--- src/rtl/stack_access_ctrl_pkg.sv ---
// Shared types and helpers for the stack access controller.
package stack_ctrl_pkg;

  localparam int unsigned DATAWIDTH_DEF = 8;
  localparam int unsigned ADDRWIDTH_DEF = 10;

  typedef enum logic [1:0] {
    OP_PUSH  = 2'b00,
    OP_POP   = 2'b01,
    OP_RSVD  = 2'b10,
    OP_CLEAR = 2'b11
  } op_e;

  typedef enum logic [1:0] {
    IDLE,
    ISSUE,
    RESP
  } state_e;

  // One address is sacrificed so that full and empty are distinguishable.
  function automatic int unsigned capacity(input int unsigned aw);
    return (32'd1 << aw) - 32'd1;
  endfunction

endpackage

--- src/rtl/stack_access_ctrl_if.sv ---
// Command/response handshake between a requester and the stack access controller.
interface stack_access_ctrl_if
  import stack_ctrl_pkg::*;
#(
  parameter int unsigned DATAWIDTH = DATAWIDTH_DEF
);

  logic                 req_valid_i;
  logic                 req_ready_o;
  logic [1:0]           req_op_i;
  logic [DATAWIDTH-1:0] req_data_i;
  logic                 rsp_valid_o;
  logic                 rsp_ready_i;
  logic [DATAWIDTH-1:0] rsp_data_o;
  logic                 rsp_err_o;

  modport master (
    output req_valid_i, req_op_i, req_data_i, rsp_ready_i,
    input  req_ready_o, rsp_valid_o, rsp_data_o, rsp_err_o
  );

  modport slave (
    input  req_valid_i, req_op_i, req_data_i, rsp_ready_i,
    output req_ready_o, rsp_valid_o, rsp_data_o, rsp_err_o
  );

endinterface

--- src/rtl/stack_access_ctrl_depth.sv ---
// Local occupancy counter mirroring the stack, with registered empty/full flags.
module stack_depth_counter
  import stack_ctrl_pkg::*;
#(
  parameter int unsigned ADDRWIDTH = ADDRWIDTH_DEF
) (
  input  logic               Clk,
  input  logic               Rst,
  input  logic               inc_i,
  input  logic               dec_i,
  input  logic               clr_i,
  output logic [ADDRWIDTH:0] count_o,
  output logic               is_empty_o,
  output logic               is_full_o
);

  localparam int unsigned     CW  = ADDRWIDTH + 1;
  localparam logic [CW-1:0]   CAP = CW'(capacity(ADDRWIDTH));

  logic [CW-1:0] count_q, count_d;
  logic          empty_q, full_q;

  always_comb begin
    count_d = count_q;
    if (clr_i) begin
      count_d = '0;
    end else if (inc_i && !dec_i) begin
      count_d = count_q + CW'(1);
    end else if (dec_i && !inc_i) begin
      count_d = count_q - CW'(1);
    end
  end

  // Flags derive from the next count so they line up with count_q.
  always_ff @(posedge Clk) begin
    if (!Rst) begin
      count_q <= '0;
      empty_q <= 1'b1;
      full_q  <= 1'b0;
    end else begin
      count_q <= count_d;
      empty_q <= (count_d == '0);
      full_q  <= (count_d == CAP);
    end
  end

  assign count_o    = count_q;
  assign is_empty_o = empty_q;
  assign is_full_o  = full_q;

endmodule

--- src/rtl/stack_access_ctrl.sv ---
// Front end for the push-down stack: validates commands against a local depth
// count, strobes the stack, and returns popped data or an error.
module stack_access_ctrl
  import stack_ctrl_pkg::*;
#(
  parameter int unsigned DATAWIDTH = DATAWIDTH_DEF,
  parameter int unsigned ADDRWIDTH = ADDRWIDTH_DEF
) (
  input  logic                 Clk,
  input  logic                 Rst,
  stack_access_ctrl_if.slave   bus,
  output logic [ADDRWIDTH:0]   depth_o,
  output logic                 sync_err_o,
  output logic                 stk_rst_o,
  output logic                 stk_pushpop_o,
  output logic                 stk_en_o,
  output logic [DATAWIDTH-1:0] stk_data_o,
  input  logic [DATAWIDTH-1:0] stk_data_i,
  input  logic                 stk_empty_i,
  input  logic                 stk_full_i
);

  state_e               state_q, state_d;
  op_e                  op_q, op_d;
  logic                 req_ready_q, req_ready_d;
  logic                 rsp_valid_q, rsp_valid_d;
  logic [DATAWIDTH-1:0] rsp_data_q, rsp_data_d;
  logic                 rsp_err_q, rsp_err_d;
  logic                 sync_err_q, sync_err_d;
  logic                 stk_rst_q, stk_rst_d;
  logic                 stk_en_q, stk_en_d;
  logic                 stk_pushpop_q, stk_pushpop_d;
  logic [DATAWIDTH-1:0] stk_data_q, stk_data_d;

  logic cnt_empty, cnt_full;
  logic accept_c, cmd_err_c, sync_mismatch_c;
  op_e  req_op_c;

  stack_depth_counter #(.ADDRWIDTH(ADDRWIDTH)) u_depth (
    .Clk        (Clk),
    .Rst        (Rst),
    .inc_i      (state_q == ISSUE && op_q == OP_PUSH),
    .dec_i      (state_q == ISSUE && op_q == OP_POP),
    .clr_i      (state_q == ISSUE && op_q == OP_CLEAR),
    .count_o    (depth_o),
    .is_empty_o (cnt_empty),
    .is_full_o  (cnt_full)
  );

  assign req_op_c        = op_e'(bus.req_op_i);
  assign accept_c        = bus.req_valid_i && req_ready_q;
  assign cmd_err_c       = (req_op_c == OP_RSVD) ||
                           (req_op_c == OP_POP  && cnt_empty) ||
                           (req_op_c == OP_PUSH && cnt_full);
  assign sync_mismatch_c = (stk_empty_i != cnt_empty) || (stk_full_i != cnt_full);

  always_comb begin
    state_d       = state_q;
    op_d          = op_q;
    req_ready_d   = req_ready_q;
    rsp_valid_d   = rsp_valid_q;
    rsp_data_d    = rsp_data_q;
    rsp_err_d     = rsp_err_q;
    sync_err_d    = sync_err_q;
    stk_rst_d     = 1'b1;
    stk_en_d      = 1'b0;
    stk_pushpop_d = stk_pushpop_q;
    stk_data_d    = stk_data_q;

    case (state_q)
      IDLE: begin
        req_ready_d = 1'b1;
        if (sync_mismatch_c) sync_err_d = 1'b1;
        if (accept_c) begin
          op_d        = req_op_c;
          req_ready_d = 1'b0;
          if (cmd_err_c) begin
            state_d     = RESP;
            rsp_valid_d = 1'b1;
            rsp_err_d   = 1'b1;
            rsp_data_d  = '0;
          end else begin
            state_d = ISSUE;
            case (req_op_c)
              OP_PUSH: begin
                stk_en_d      = 1'b1;
                stk_pushpop_d = 1'b0;
                stk_data_d    = bus.req_data_i;
              end
              OP_POP: begin
                stk_en_d      = 1'b1;
                stk_pushpop_d = 1'b1;
              end
              OP_CLEAR: stk_rst_d = 1'b0;
              default:  stk_rst_d = 1'b1;
            endcase
          end
        end
      end
      ISSUE: begin
        state_d     = RESP;
        rsp_valid_d = 1'b1;
        rsp_err_d   = 1'b0;
        rsp_data_d  = (op_q == OP_POP) ? stk_data_i : '0;
        if (op_q == OP_CLEAR) sync_err_d = 1'b0;
      end
      RESP: begin
        if (bus.rsp_ready_i) begin
          state_d     = IDLE;
          rsp_valid_d = 1'b0;
          rsp_data_d  = '0;
          rsp_err_d   = 1'b0;
          req_ready_d = 1'b1;
        end
      end
      default: state_d = IDLE;
    endcase
  end

  // Reset holds the stack cleared and drops any in-flight command.
  always_ff @(posedge Clk) begin
    if (!Rst) begin
      state_q       <= IDLE;
      op_q          <= OP_PUSH;
      req_ready_q   <= 1'b0;
      rsp_valid_q   <= 1'b0;
      rsp_data_q    <= '0;
      rsp_err_q     <= 1'b0;
      sync_err_q    <= 1'b0;
      stk_rst_q     <= 1'b0;
      stk_en_q      <= 1'b0;
      stk_pushpop_q <= 1'b0;
      stk_data_q    <= '0;
    end else begin
      state_q       <= state_d;
      op_q          <= op_d;
      req_ready_q   <= req_ready_d;
      rsp_valid_q   <= rsp_valid_d;
      rsp_data_q    <= rsp_data_d;
      rsp_err_q     <= rsp_err_d;
      sync_err_q    <= sync_err_d;
      stk_rst_q     <= stk_rst_d;
      stk_en_q      <= stk_en_d;
      stk_pushpop_q <= stk_pushpop_d;
      stk_data_q    <= stk_data_d;
    end
  end

  assign bus.req_ready_o = req_ready_q;
  assign bus.rsp_valid_o = rsp_valid_q;
  assign bus.rsp_data_o  = rsp_data_q;
  assign bus.rsp_err_o   = rsp_err_q;
  assign sync_err_o      = sync_err_q;
  assign stk_rst_o       = stk_rst_q;
  assign stk_en_o        = stk_en_q;
  assign stk_pushpop_o   = stk_pushpop_q;
  assign stk_data_o      = stk_data_q;

endmodule

--- src/flat_wrapper.sv ---
// flat-port wrapper written by rule: the top's interface ports become plain ports
module stack_access_ctrl_flat import stack_ctrl_pkg::*;
#(
  parameter int unsigned DATAWIDTH = DATAWIDTH_DEF,
  parameter int unsigned ADDRWIDTH = ADDRWIDTH_DEF
)
  (Clk, Rst, depth_o, sync_err_o, stk_rst_o, stk_pushpop_o, stk_en_o, stk_data_o, stk_data_i, stk_empty_i, stk_full_i, bus_req_valid_i, bus_req_op_i, bus_req_data_i, bus_rsp_ready_i, bus_req_ready_o, bus_rsp_valid_o, bus_rsp_data_o, bus_rsp_err_o);
  stack_access_ctrl_if #(.DATAWIDTH(DATAWIDTH)) bus_i ();
  input  logic Clk;
  input  logic Rst;
  output logic [ADDRWIDTH:0] depth_o;
  output logic sync_err_o;
  output logic stk_rst_o;
  output logic stk_pushpop_o;
  output logic stk_en_o;
  output logic [DATAWIDTH-1:0] stk_data_o;
  input  logic [DATAWIDTH-1:0] stk_data_i;
  input  logic stk_empty_i;
  input  logic stk_full_i;
  input wire logic [$bits(bus_i.req_valid_i)-1:0] bus_req_valid_i;
  input wire logic [$bits(bus_i.req_op_i)-1:0] bus_req_op_i;
  input wire logic [$bits(bus_i.req_data_i)-1:0] bus_req_data_i;
  input wire logic [$bits(bus_i.rsp_ready_i)-1:0] bus_rsp_ready_i;
  output wire logic [$bits(bus_i.req_ready_o)-1:0] bus_req_ready_o;
  output wire logic [$bits(bus_i.rsp_valid_o)-1:0] bus_rsp_valid_o;
  output wire logic [$bits(bus_i.rsp_data_o)-1:0] bus_rsp_data_o;
  output wire logic [$bits(bus_i.rsp_err_o)-1:0] bus_rsp_err_o;
  assign bus_i.req_valid_i = bus_req_valid_i;
  assign bus_i.req_op_i = bus_req_op_i;
  assign bus_i.req_data_i = bus_req_data_i;
  assign bus_i.rsp_ready_i = bus_rsp_ready_i;
  assign bus_req_ready_o = bus_i.req_ready_o;
  assign bus_rsp_valid_o = bus_i.rsp_valid_o;
  assign bus_rsp_data_o = bus_i.rsp_data_o;
  assign bus_rsp_err_o = bus_i.rsp_err_o;
  stack_access_ctrl #(.DATAWIDTH(DATAWIDTH), .ADDRWIDTH(ADDRWIDTH)) u_core (.Clk(Clk), .Rst(Rst), .bus(bus_i), .depth_o(depth_o), .sync_err_o(sync_err_o), .stk_rst_o(stk_rst_o), .stk_pushpop_o(stk_pushpop_o), .stk_en_o(stk_en_o), .stk_data_o(stk_data_o), .stk_data_i(stk_data_i), .stk_empty_i(stk_empty_i), .stk_full_i(stk_full_i));
endmodule
--- config.mk ---
export PLATFORM = sky130hd
export DESIGN_NAME = stack_access_ctrl_flat
export DESIGN_NICKNAME = d
export VERILOG_FILES = /design/src/rtl/stack_access_ctrl_pkg.sv /design/src/rtl/stack_access_ctrl_if.sv /design/src/rtl/stack_access_ctrl_depth.sv /design/src/rtl/stack_access_ctrl.sv /design/src/flat_wrapper.sv
export SDC_FILE = /design/constraint.sdc
export NUM_CORES = 1
export LEC_CHECK = 0
export ABC_AREA = 1
export BUFFER_PORTS_ARGS = -buffer_cell sky130_fd_sc_hd__clkbuf_2
export CAP_MARGIN = 20
export CORE_ASPECT_RATIO = 1.4
export CORE_UTILIZATION = 47
export CTS_BUF_LIST = sky130_fd_sc_hd__clkbuf_16
export DETAILED_ROUTE_END_ITERATION = 10
export PLACE_DENSITY = 0.76
export SETUP_SLACK_MARGIN = 0.4
export SYNTH_ARGS = -nofsm -noshare
export SYNTH_HDL_FRONTEND = slang
export SYNTH_SLANG_ARGS = --single-unit
--- constraint.sdc ---
create_clock -name Clk -period 1.65 [get_ports Clk]
set_input_delay 0.495 -clock Clk [delete_from_list [all_inputs] [get_ports Clk]]
set_output_delay 0.495 -clock Clk [all_outputs]
set_load 0.03 [all_outputs]
### After elaboration in Yosys (flattened, before gate mapping)

Index checks and enable logic that the tools add are counted.

* bits in registers: 40
* input bits: 24

* equal/unequal tests: 15
* muxes and demuxes: 29
* bitwise operators: 4
* add/subtract/negate cells: 2
* reductions and logical operators: 30

Operator list (count)
* two-way mux 11 bit: 3
* two-way mux 8 bit: 4
* case mux 8 bit (3 select lines): 1
* two-way mux 1 bit: 12
* AND reduction 4 bit: 3
* adder 11 x 1 -> 11 bit, second input constant: 1
* equality test 11 x 10 -> 1 bit, second input constant: 1
* logical NOT 11 bit: 1
* subtractor 11 x 1 -> 11 bit, second input constant: 1
* equality test 2 bit, second input constant: 4
* logical AND 1 bit: 8
* equality test 2 x 1 -> 1 bit, second input constant: 3
* logical NOT 2 bit: 3
* two-way mux 2 bit: 3
* inequality test 2 x 1 -> 1 bit, second input constant: 3
* case mux 1 bit (2 select lines): 3
* case mux 1 bit (3 select lines): 2
* case mux 2 bit (3 select lines): 1
* AND reduction 2 bit: 3
* nonzero test 2 bit: 3
* inequality test 2 bit, second input constant: 2
* inverter 1 bit: 4
* OR reduction 4 bit: 1
* logical OR 1 bit: 3
* other kinds (5): 7

### Longest topological paths before layout

* word-level depth: 8
* mapped depth: 14
* mapped depth without buffers: 13

### Modules after synthesis

Synthesis repeated with hierarchy kept, for this count alone.

* cells, all modules: 361
* area, all modules: 2257.2 um2

Modules (own cells, without submodules)
* stack_access_ctrl: instances 1, sequential area each 540.5 um2, cells an instance 193, area an instance 1316.3 um2
* stack_depth_counter: instances 1, sequential area each 260.2 um2, cells an instance 168, area an instance 940.9 um2

### Worst setup path before layout

No wires, ideal clock.

* kind: flip-flop to flip-flop
* from: reg u_core.u_depth.count_q[0], in the netlist u_core.u_depth.count_o[0]
* to: reg u_core.u_depth.full_q, in the netlist u_core.u_depth.is_full_o
* stages on the path, launching flop included: 10
* path slack: -0.050 ns
* clock period less this slack: 1.700 ns
* setup time: 0.112 ns
* path buffers: 0
* arrival time: 1.588 ns
* path through: dfxtp_1 > inv_1 > ha_1 > or2_2 > nand4_1 > nor2_1 > nand2_1 > nor2_1 > nand3_1 > nor2_1

* longest elaborated chain between the ends: 5

Ends and longest elaborated chain
* start, declared: line stack_access_ctrl_depth.sv:20 `logic [CW-1:0] count_q, count_d;`
* start signal, assigned: line stack_access_ctrl_depth.sv:41 `count_q <= count_d;`
* subtractor 11 x 1 -> 11 bit: line stack_access_ctrl_depth.sv:30 `count_d = count_q - CW'(1);`
* two-way mux 11 bit: line stack_access_ctrl_depth.sv:29 `end else if (dec_i && !inc_i) begin`
* two-way mux 11 bit *: line stack_access_ctrl_depth.sv:27 `end else if (inc_i && !dec_i) begin`
* two-way mux 11 bit *: line stack_access_ctrl_depth.sv:25 `if (clr_i) begin`
* equality test 11 x 10 -> 1 bit *: line stack_access_ctrl_depth.sv:43 `full_q <= (count_d == CAP);`
* end signal, assigned: line stack_access_ctrl_depth.sv:43
* end, declared: line stack_access_ctrl_depth.sv:21 `logic empty_q, full_q;`

Every way passes the cells marked *; elsewhere a longest branch is shown, timed or not.
A chain may end at the register's enable or synchronous reset.

### Final worst setup path

* from: reg u_core.state_q[1]
* to: reg u_core.u_depth.empty_q, in the netlist u_core.u_depth.is_empty_o

* longest elaborated chain between the ends: 8

Ends and longest elaborated chain
* start, declared: line stack_access_ctrl.sv:23 `state_e state_q, state_d;`
* start signal, assigned: line stack_access_ctrl.sv:135 `state_q <= state_d;`
* equality test 2 x 1 -> 1 bit *: line stack_access_ctrl.sv:42, stack_access_ctrl.sv:43, stack_access_ctrl.sv:44
* logical AND 1 bit: line stack_access_ctrl.sv:42 `.inc_i (state_q == ISSUE && op_q == OP_PUSH),`
* logical NOT 1 bit: line stack_access_ctrl_depth.sv:29
* logical AND 1 bit: line stack_access_ctrl_depth.sv:29
* two-way mux 11 bit: line stack_access_ctrl_depth.sv:29
* two-way mux 11 bit: line stack_access_ctrl_depth.sv:27
* two-way mux 11 bit *: line stack_access_ctrl_depth.sv:25
* logical NOT 11 bit *: line stack_access_ctrl_depth.sv:42 `empty_q <= (count_d == '0);`
* end signal, assigned: line stack_access_ctrl_depth.sv:42
* end, declared: line stack_access_ctrl_depth.sv:21

Marks and branches as above.

==> results.md <==
- Number of nets still failing antenna checks after routing: 0
- Vias/cell: 5.65
- Count of placed standard cells including taps: ~440
- Arr. time, crit path: 2.13 ns
- Cell area after synthesis: 2140 um^2
- Max capacitance violation total: 0
- Last weighted congestion value of the routability-driven placer: 0.891
- Syn avg cell area: 6.97 um^2
- Startpoint of the lowest-slack register-to-register path: u_core.state_q[1]
- Height of the chip: 81.8 um
- Worst voltage drop across the vdd grid: about 0.0018 V
- Count of cell types in the netlist: 32
- Initial Utilization: between 40% and 50%
- Post-DR wirelength/cell: ~19 um
- Syn_nets: around 340
- Vias in the first global route: 2383
- Switching Share: ~42%
- Cts bufs inserted: 5
- Maximum fanout along the worst path: 5
- DIE AREA: roughly 4800 um^2
- Crit path setup slack, layout: -0.250 ns
- # DRC: 0
- Hold-fix buffers at CTS: 0
- Synth Instances: 307
- Static Leakage: 0.00176 uW
- GR Util All Layers: between 20% and 30%
- Pre-CTS setup slack: -0.0968 ns
- Total congestion overflow: 0
- Synthesized flop and latch total: 40
- Depth of the most critical reg-to-reg path: 12
- Cell Pwr Density: 1500 nW/um^2
- Total number of vias: about 2700
- Final TNS setup: -1.43 ns
- CTS tree: built
- Hold Path Class: primary input to register
- Count of final hold-check violations: 0
- RSZ-0062 raised after global routing: yes
- Io pins: between 50 and 60
- Share of final-layout standard cells stronger than drive strength 1: 59.6%
- Count of inserted antenna diode cells: 0
- Number of H-tree levels: 2
- Startpoint class of the critical path: register
- Sequential area share after synthesis: 37.4%
- Starting DRT DRC Count: approximately 220
- Clock latency at the later pin of the worst-skew pair: around 0.3 ns
- Clock period minus worst slack: 1.90 ns
- Count of pins over their slew limit: 0
- Start-to-end type of the worst setup path: register to register
- PortBufs: 57
- Total wire length: 9230 um
- Req. time, crit path: 1.88 ns
- Area growth from synthesis to layout: 78.7%
- Endpoint class of the critical path: register
- Largest net degree at the start of global routing: 15
- Failing checks: negative setup slack
- Final-stage net count: 450
- Final cell count without fillers: 481
- Core Area: 4310 um^2
- Cell Int Power: 3300 uW
- Switching power summed over all nets: roughly 2400 uW
- Transition time of the tightest slew-check pin: 0.345 ns
- Reg power frac: 23.2%
- Result of the run: complete, but fails checks
- Antenna violations before repair: 0
- CTS clock-pin slew for the worst setup and hold paths: about 0.06 ns
- CTS Buffer Depth: 2
- Die Wd: roughly 60 um
- Final clock period utilization by the worst path: 115%
- HPWL after DPL: 4120 um
- Fmax: 0.526 GHz
- Setup violations, final: 15
- Clk sinks: 40
- Wire length of the first global-routing pass: roughly 11000 um
- Standard-cell row count: 28
- Worst R2R Setup Slack: -0.25 ns
- Part of the total power dissipated in the clock network: approximately a fifth
- Clock tree skew after final layout: a little under 0.009 ns
- Worst setup path startpoint: u_core.state_q[1]
- TritonRoute pass-1 iters: 4
- Min-delay src: bus_req_data_i[3]
- Worst-case headroom to the max-slew limit: around 77%
- Combinational power share: 57.6%
- Count of synthesis-stage warnings from yosys: 0
- Clock tree root buffer cell: clkbuf_16
- Worst hold path cell count: 3
## cell usage after synthesis, drive strengths merged
master | n | share of area [%]
inv | 36 | 6.3
nand4 | 3 | 0.88
nand3b | 2 | 0.70
nand3 | 33 | 8.5
o221ai | 1 | 0.41
o211ai | 2 | 0.70
o21ai | 18 | 4.6
clkbuf | 2 | 0.35
a21oi | 18 | 5.4
or2 | 3 | 0.99
dfxtp | 40 | 37
buf | 5 | 2.4
nor3 | 2 | 0.47
clkinv | 1 | 0.18
a211oi | 1 | 0.35
nand2 | 68 | 14
ha | 6 | 3.5
nor2 | 66 | 13
## metrics by stage
step / hold WS [ns] / cell area [um^2] / utilization (%) / total power [uW]
floorplan: 0.495 / 2260 / - / 2640
global placement: 0.439 / 2740 / 63.7 / 3120
detailed placement: 0.447 / 2740 / 63.7 / 3170
CTS: 0.426 / 3470 / 80.4 / 4800
global route: 0.446 / 3820 / 88.7 / 5900
finish: 0.432 / 3820 / 88.7 / 5730
## worst max-delay path, stage by stage (launching register included)
cell	delay [ns]
dfxtp_4	0.37
inv_4	0.08
ha_4	0.19
nand2_2	0.13
nor2_4	0.18
nand2_1	0.14
nand2_2	0.11
nand2_1	0.08
nand3_2	0.11
nand2_1	0.08
nor2_1	0.13
nand3_1	0.13
nand2_1	0.11
## cell usage in the layout (no fill, tap or decap), types with 7 or more instances in the layout
master / synthesis / final
nor2_2: 4 / 9
dfxtp_4: 0 / 10
inv_2: 4 / 7
a21oi_2: 7 / 13
buf_6: 2 / 15
buf_8: 0 / 32
nor2_1: 59 / 46
clkbuf_2: 0 / 23
inv_1: 32 / 23
nand2_2: 12 / 12
dfxtp_2: 0 / 26
nand3_2: 1 / 12
nor2_4: 3 / 11
buf_4: 0 / 40
o21ai_1: 0 / 8
nand3_1: 31 / 20
nand2_1: 55 / 46
nand2_4: 1 / 10
## flip-flops by register name (all words and copies together), names as in the netlist, 2 cells and up
signal and count:
u_core.u_depth.count_o 11, u_core.state_q 2, u_core.bus.rsp_data_o 8, u_core.stk_data_o 8, u_core.op_q 2
## final cells by class
type | count | area (um^2)
sequential | 40 | 871
inverter | 37 | 154
clock buffer | 6 | 150
tap | 60 | 75.1
multi-input combinational | 223 | 1440
clock inverter | 2 | 16.3
timing repair buffer | 113 | 1120
fill | 196 | 487
## cells by family after synthesis
| kind of cell | share of synthesized area, % |
|---|---|
| flops | 37.4 |
| compound gates | 11.5 |
| fa+ha+maj | 3.51 |
| simple gates | 38.4 |
| buf+inv | 9.24 |
## final timing paths
path / endpoint
worst max-delay path: u_core.u_depth.is_empty_o
worst min-delay path: u_core.stk_data_o[3]
worst max register to register: u_core.u_depth.is_empty_o
worst min register to register: u_core.bus.rsp_valid_o
## power by group through the flow
stage               registers [uW]  logic [uW]  clock network (uW)
floorplan                     1430        1210                   0
global placement              1260        1870                   0
detailed placement            1260        1900                   0
CTS                           1280        2430                1090
global route                  1340        3430                1140
finish                        1330        3300                1100
## repair_timing
action,in CTS,in global routing
setup buffers,19,13
resized for setup,114,104
endpoints found under the hold margin,0,0
pin swaps,17,23
setup endpoints to repair,71,73
## routing by layer
layer  global-route usage [%]  vias to the layer above  share of wire (%)
met1                     29.8                     1328                 35
met2                     55.2                      144                 54
met4                     15.2                        0                5.1
li1                         -                     1202                  -
met5                        0                        -                  0
met3                     7.09                       46                5.9
(Power assumes the default switching activity.)
